### src/rtl/param_bus_datapath.sv
// Parametrised single-bus CPU datapath: GPR bank, HI/LO, Y, Z, PC, MAR, MDR and
// constant source on one shared bus, with contention detection and a timed memory read into MDR.
module param_bus_datapath #(
    parameter int unsigned DATA_WIDTH  = 32,
    parameter int unsigned NUM_GPR     = 16,
    parameter int unsigned R0_ZERO     = 0,
    parameter int unsigned MEM_TIMEOUT = 15
) (
    input  logic                      clock,
    input  logic                      clear,
    input  logic [NUM_GPR-1:0]        gpr_in,
    input  logic [NUM_GPR-1:0]        gpr_out,
    input  logic                      HIin,
    input  logic                      LOin,
    input  logic                      PCin,
    input  logic                      Yin,
    input  logic                      MARin,
    input  logic                      MDRin,
    input  logic                      HIout,
    input  logic                      LOout,
    input  logic                      PCout,
    input  logic                      Zhighout,
    input  logic                      Zlowout,
    input  logic                      MDRout,
    input  logic                      Cout,
    input  logic                      IncPC,
    input  logic                      Zin,
    input  logic                      Read,
    input  logic [2*DATA_WIDTH-1:0]   alu_result,
    input  logic [DATA_WIDTH-1:0]     csign_value,
    input  logic [DATA_WIDTH-1:0]     mem_data_in,
    input  logic                      mem_ready,
    output logic [DATA_WIDTH-1:0]     bus_value,
    output logic [DATA_WIDTH-1:0]     y_value,
    output logic [DATA_WIDTH-1:0]     mar_value,
    output logic [DATA_WIDTH-1:0]     pc_value,
    output logic                      mem_read_req,
    output logic                      mdr_busy,
    output logic                      bus_conflict,
    output logic                      mem_timeout_err
);

    localparam int unsigned W       = DATA_WIDTH;
    localparam int unsigned NUM_FIX = 7;
    localparam int unsigned CNT_W   = (MEM_TIMEOUT > 1) ? $clog2(MEM_TIMEOUT) : 1;
    localparam logic [CNT_W-1:0] CNT_LAST = CNT_W'(MEM_TIMEOUT - 1);

    typedef enum logic {
        S_IDLE = 1'b0,
        S_WAIT = 1'b1
    } state_e;

    logic [W-1:0]     gpr_q [NUM_GPR];
    logic [W-1:0]     gpr_d [NUM_GPR];
    logic [W-1:0]     hi_q, hi_d, lo_q, lo_d, y_q, y_d, mar_q, mar_d;
    logic [W-1:0]     zh_q, zh_d, zl_q, zl_d, pc_q, pc_d, mdr_q, mdr_d;
    state_e           state_q, state_d;
    logic [CNT_W-1:0] cnt_q, cnt_d;
    logic             req_q, req_d, busy_q, busy_d, err_q, err_d;

    logic [W-1:0]       bus_c;
    logic               conflict_c;
    logic [W-1:0]       fix_val [NUM_FIX];
    logic [NUM_FIX-1:0] fix_sel;

    // Non-GPR sources, index 0 is highest priority
    always_comb begin
        fix_val[0] = hi_q;
        fix_val[1] = lo_q;
        fix_val[2] = zh_q;
        fix_val[3] = zl_q;
        fix_val[4] = pc_q;
        fix_val[5] = mdr_q;
        fix_val[6] = csign_value;
        fix_sel    = {Cout, MDRout, PCout, Zlowout, Zhighout, LOout, HIout};
    end

    // Priority bus mux; a second asserted driver flags contention
    always_comb begin
        logic found;
        found      = 1'b0;
        bus_c      = '0;
        conflict_c = 1'b0;
        for (int i = 0; i < int'(NUM_GPR); i++) begin
            if (gpr_out[i]) begin
                if (found) begin
                    conflict_c = 1'b1;
                end else begin
                    bus_c = gpr_q[i];
                    found = 1'b1;
                end
            end
        end
        for (int j = 0; j < int'(NUM_FIX); j++) begin
            if (fix_sel[j]) begin
                if (found) begin
                    conflict_c = 1'b1;
                end else begin
                    bus_c = fix_val[j];
                    found = 1'b1;
                end
            end
        end
    end

    always_comb begin
        gpr_d   = gpr_q;
        hi_d    = hi_q;
        lo_d    = lo_q;
        y_d     = y_q;
        mar_d   = mar_q;
        zh_d    = zh_q;
        zl_d    = zl_q;
        pc_d    = pc_q;
        mdr_d   = mdr_q;
        state_d = state_q;
        cnt_d   = cnt_q;
        err_d   = err_q;

        // R0 is never written when hardwired to zero; reset keeps it at 0
        for (int i = 0; i < int'(NUM_GPR); i++) begin
            if (gpr_in[i] && !(R0_ZERO != 0 && i == 0)) begin
                gpr_d[i] = bus_c;
            end
        end
        if (HIin)  hi_d  = bus_c;
        if (LOin)  lo_d  = bus_c;
        if (Yin)   y_d   = bus_c;
        if (MARin) mar_d = bus_c;
        if (Zin) begin
            zh_d = alu_result[2*W-1:W];
            zl_d = alu_result[W-1:0];
        end
        if (PCin) begin
            pc_d = bus_c;
        end else if (IncPC) begin
            pc_d = pc_q + W'(1);
        end

        case (state_q)
            S_IDLE: begin
                if (MDRin) begin
                    if (Read) begin
                        state_d = S_WAIT;
                        cnt_d   = '0;
                    end else begin
                        mdr_d = bus_c;
                    end
                end
            end
            S_WAIT: begin
                if (mem_ready) begin
                    mdr_d   = mem_data_in;
                    state_d = S_IDLE;
                end else if (cnt_q == CNT_LAST) begin
                    err_d   = 1'b1;
                    state_d = S_IDLE;
                end else begin
                    cnt_d = cnt_q + CNT_W'(1);
                end
            end
            default: state_d = S_IDLE;
        endcase

        req_d  = (state_d == S_WAIT);
        busy_d = (state_d == S_WAIT);
    end

    always_ff @(posedge clock) begin
        if (clear) begin
            for (int i = 0; i < int'(NUM_GPR); i++) begin
                gpr_q[i] <= '0;
            end
            hi_q    <= '0;
            lo_q    <= '0;
            y_q     <= '0;
            mar_q   <= '0;
            zh_q    <= '0;
            zl_q    <= '0;
            pc_q    <= '0;
            mdr_q   <= '0;
            state_q <= S_IDLE;
            cnt_q   <= '0;
            req_q   <= 1'b0;
            busy_q  <= 1'b0;
            err_q   <= 1'b0;
        end else begin
            for (int i = 0; i < int'(NUM_GPR); i++) begin
                gpr_q[i] <= gpr_d[i];
            end
            hi_q    <= hi_d;
            lo_q    <= lo_d;
            y_q     <= y_d;
            mar_q   <= mar_d;
            zh_q    <= zh_d;
            zl_q    <= zl_d;
            pc_q    <= pc_d;
            mdr_q   <= mdr_d;
            state_q <= state_d;
            cnt_q   <= cnt_d;
            req_q   <= req_d;
            busy_q  <= busy_d;
            err_q   <= err_d;
        end
    end

    assign bus_value       = bus_c;
    assign bus_conflict    = conflict_c;
    assign y_value         = y_q;
    assign mar_value       = mar_q;
    assign pc_value        = pc_q;
    assign mem_read_req    = req_q;
    assign mdr_busy        = busy_q;
    assign mem_timeout_err = err_q;

endmodule

### config.mk
export PLATFORM = sky130hd
export DESIGN_NAME = param_bus_datapath
export DESIGN_NICKNAME = d
export VERILOG_FILES = /design/src/rtl/param_bus_datapath.sv
export SDC_FILE = /design/constraint.sdc
export NUM_CORES = 2
export LEC_CHECK = 0
export CORE_MARGIN = 8
export CORE_UTILIZATION = 60
export DETAILED_ROUTE_END_ITERATION = 7
export PLACE_DENSITY = 0.9
export SLEW_MARGIN = 30
export SYNTH_ARGS = -nofsm -noshare
export SYNTH_HDL_FRONTEND = slang
export SYNTH_SLANG_ARGS = --single-unit
### constraint.sdc
create_clock -name clock -period 4.2 [get_ports clock]
set_input_delay 0.42 -clock clock [delete_from_list [all_inputs] [get_ports clock]]
set_output_delay 0.42 -clock clock [all_outputs]
set_load 0.005 [all_outputs]
==> results.py <==
metrics = {
    "run_status": {
        "status": "finished with violations",
        "failed_checks": "design-rule violations",
    },
    "yosys": {
        "ys_warn_count": 0,
        "synthDistinctLibCells": 65,
        "ys_seq_elements": 774,
        "postSynthNetCount": 4398,
        "mappedNetlistArea_um2": 33520,
        "synthesized_netlist_cell_count": 4216,
        "async_reset_ff_share_pct": 0,
        "synth-edff-count": 0,
        "dominantRegCellSynth": "sky130_fd_sc_hd__dfxtp_1",
        "synthesis.area_per_instance_um2": 7.951,
        "ys_seq_area_share_pct": 46.22,
    },
    "worst_setup_path": {
        "path_class": "input pin to output pin",
        "timing.rr.start": "gpr_q[123]",
        "critPathLaunchType": "input pin",
        "critical_path_arrival_ns": 3.68,
        "regToRegSetupSlack_ns": 1.45,
        "worst-path-max-fanout": 10,
        "ff2ff_path_depth": 9,
        "reg_to_reg_end": "gpr_q[91]",
        "endpoint_kind": "output pin",
        "worst-endpoint-required_ns": 3.78,
    },
    "finish": {
        "final_core_util_pct": 72.52,
        "finish.net_count": 4510,
        "area_growth_pct": 19.42,
        "fillCellCount": 3993,
        "fraction_of_final_layout_cells_sized_beyond_drive_strength_1_pct": 8.675,
    },
    "detailed_routing": {
        "avgViaCountPerCell": 6.632,
        "drc": 2,
        "drt_iter0_drc": 4896,
        "vias": 34150,
        "routed_wl_um": 121400,
        "final_antenna_violating_net_count": 0,
        "routedWlPerCell_um": 23.57,
        "drt_first_pass_iters": 8,
    },
    "cts": {
        "cts_tree": "done",
        "cts_made_buffers": 79,
        "postCtsSetupRepairBufs": 0,
        "path_clk_slew_ns": 0.06,
        "clockBufferDepth": 3,
        "hold_buffers_post_cts": 0,
        "h_tree_level_count": 3,
        "insertion_delay_of_the_later_clocked_pin_in_the_worst_skew_pair_ns": 0.63,
        "cts_resized": 0,
        "cts_sinks": 774,
        "cts_root_buf": "sky130_fd_sc_hd__clkbuf_16",
    },
    "placement": {
        "gp_congestion": 1.028,
        "io_buffer_count": 310,
        "dp_hpwl_um": 81750,
    },
    "timing": {
        "relative_slew_slack_pct": 30.44,
        "final.min_clock_period_ns": 4.102,
        "report.final.hold_viol_count": 0,
        "finalSetupTns_ns": 0,
        "final_min_period_over_clock_period_pct": 97.66,
        "final-setup-viol-count": 0,
        "timing.final.max_slew_violations": 0,
        "timing_worst_slew_pin_value_ns": 1.043,
        "rsz0062_at_grt": "false",
        "clock_skew_ns": 0.03047,
        "achievable-frequency_mhz": 243.8,
    },
    "worst_hold_path": {
        "hold_path_class": "input pin to flop",
        "hp-start": "clear",
        "hold-path-cell-count": 2,
        "min_to": "zl_q[28]",
    },
    "floorplanning": {
        "top_level_ports": 311,
        "core_um2": 55200,
        "fp.dieH_um": 252.4,
        "rows": 86,
        "die-area_um2": 63690,
        "initial_core_util_pct": 60.73,
        "die_w_um": 252.4,
    },
    "run": {
        "cap_violations": 0,
    },
    "global_route": {
        "maximum_number_of_pins_on_one_net_before_global_route_repair": 78,
        "overflow": 0,
        "antenna_violations_before_repair": 8,
        "grtUsageTotal_pct": 36.32,
        "grt_pass1_wl_um": 184900,
        "grt_pass1_vias": 31657,
    },
    "power_and_ir_drop": {
        "irDropWorstVdd_mv": 0.3360,
        "power-per-cell-area_nw_per_um2": 436.0,
        "static-leakage-power_nw": 14.25,
    },
}
[worst max-delay path: stages]
cell and delay [ns]:
sky130_fd_sc_hd__clkdlybuf4s50_1 0.51, sky130_fd_sc_hd__nor4_4 0.45, sky130_fd_sc_hd__and4_4 0.45, sky130_fd_sc_hd__nand3_1 0.44
sky130_fd_sc_hd__buf_4 0.36, sky130_fd_sc_hd__nand4_1 0.27, sky130_fd_sc_hd__o21ai_2 0.16, sky130_fd_sc_hd__inv_1 0.09
sky130_fd_sc_hd__clkdlybuf4s50_1 0.52
[placed cells by master, fill, tap and decap left out, drive strengths merged, types with 3 or more instances in the layout]
| master | n |
|---|---|
| nand3b | 125 |
| nand2b | 60 |
| nor2 | 144 |
| a31oi | 33 |
| a22o | 30 |
| o21ai | 766 |
| nand4 | 70 |
| a22oi | 30 |
| mux2i | 95 |
| a211oi | 86 |
| and4 | 5 |
| nor3 | 72 |
| diode | 9 |
| o31ai | 22 |
| o221ai | 30 |
| nand2 | 782 |
| buf | 161 |
| a2111oi | 3 |
| xnor2 | 9 |
| dfxtp | 774 |
| o22ai | 123 |
| o311ai | 31 |
| nor4 | 8 |
| ha | 3 |
| a21oi | 133 |
| clkdlybuf4s50 | 300 |
| nand3 | 108 |
| bufinv | 6 |
| clkinvlp | 3 |
| or3 | 4 |
| and2 | 3 |
| clkinv | 15 |
| o211ai | 34 |
| nor2b | 69 |
| clkbuf | 118 |
| and3 | 36 |
| inv | 49 |
| maj3 | 5 |
| xor2 | 24 |
[kinds of logic after synthesis]
kind of cell               count (synthesis)  share of synthesized area [%]
DFF                                      774                          46.22
and+or+nand+nor                         1492                          20.97
muxes                                     96                          2.870
xor gates and xnor gates                  33                         0.8622
AOI/OAI and AO/OA                       1337                          23.08
adders and majority gates                  8                         0.2650
buffers and inverters                    476                          5.729
[Yosys cell counts, drive strengths merged (31+ instances only)]
master / instances / area share (%)
nand3b: 125 / 2.8
o211ai: 34 / 0.76
nor2: 144 / 1.6
nand4: 70 / 1.3
dfxtp: 774 / 46
o22ai: 123 / 2.3
a211oi: 86 / 1.9
nor2b: 69 / 1.3
clkbuf: 353 / 4.0
inv: 45 / 0.50
nand3: 108 / 1.6
a21oi: 133 / 2.0
nand2b: 60 / 1.1
nor3: 72 / 1.1
and3: 36 / 0.67
nand2: 782 / 8.8
buf: 77 / 1.3
o311ai: 31 / 0.81
o21ai: 766 / 11
a31oi: 33 / 0.62
mux2i: 95 / 2.8
[sequential cells by signal, summed over array words and instances, names as in the netlist]
name,cells
cnt_q,4
gpr_q,512
hi_q,32
lo_q,32
mar_value,32
mdr_busy,1
mdr_q,32
mem_timeout_err,1
pc_value,32
y_value,32
zh_q,32
zl_q,32
[layer usage]
layer	global-route usage, %	wire (um)	up-vias
met2	56.94	54710	2497
li1	-	-	15050
met4	23.03	9239	2
met5	0	11	-
met1	44.91	43720	15969
met3	8.338	13700	632
[layout make-up]
class | instances | area (um^2) | area share (%)
flip-flops and latches | 774 | 15490 | 38.70
diodes | 9 | 22.52 | 0.05626
clock buffers | 118 | 2397 | 5.988
clock inverters | 27 | 322.8 | 0.8064
inverters | 46 | 172.7 | 0.4313
repair buffers | 461 | 4327 | 10.81
multi-input cells | 2966 | 16360 | 40.87
well taps | 748 | 935.9 | 2.338
[per-stage QoR]
| stage | hold slack [ns] | instances | setup slack, ns | power, W | instance area [um^2] |
|---|---|---|---|---|---|
| 2_1_floorplan | 0.4161 | 4216 | 1.265 | 0.009176 | 33520 |
| 3_3_place_gp | 0.4247 | 4995 | 0.1411 | 0.01009 | 37230 |
| 3_5_place_dp | 0.4333 | 4995 | 0.1092 | 0.01016 | 37270 |
| 4_1_cts | 0.2979 | 5140 | 0.1006 | 0.01735 | 39990 |
| 5_1_grt | 0.3395 | 5143 | 0.03663 | 0.01789 | 40020 |
| 6_report | 0.3434 | 5149 | 0.09844 | 0.01746 | 40030 |
[power breakdown]
part	internal [W]	switching [W]	total, W
Sequential	0.00777	0.000283	0.00805
Combinational	0.000784	0.00128	0.00207
Clock	0.00433	0.00301	0.00734
[worst max path at each step]
stage / start / endpoint / slack, ns / cells past startpoint
3_5_place_dp: gpr_out[2] / bus_value[28] / 0.11 / 11
2_1_floorplan: gpr_out[12] / bus_conflict / 1.27 / 11
4_1_cts: gpr_out[2] / bus_value[28] / 0.10 / 11
6_report: gpr_out[2] / bus_value[17] / 0.1 / 9
5_1_grt: gpr_out[14] / bus_value[3] / 0.04 / 11
3_3_place_gp: gpr_out[2] / bus_value[28] / 0.14 / 11
Note: power is estimated with default switching activity, not from simulation.
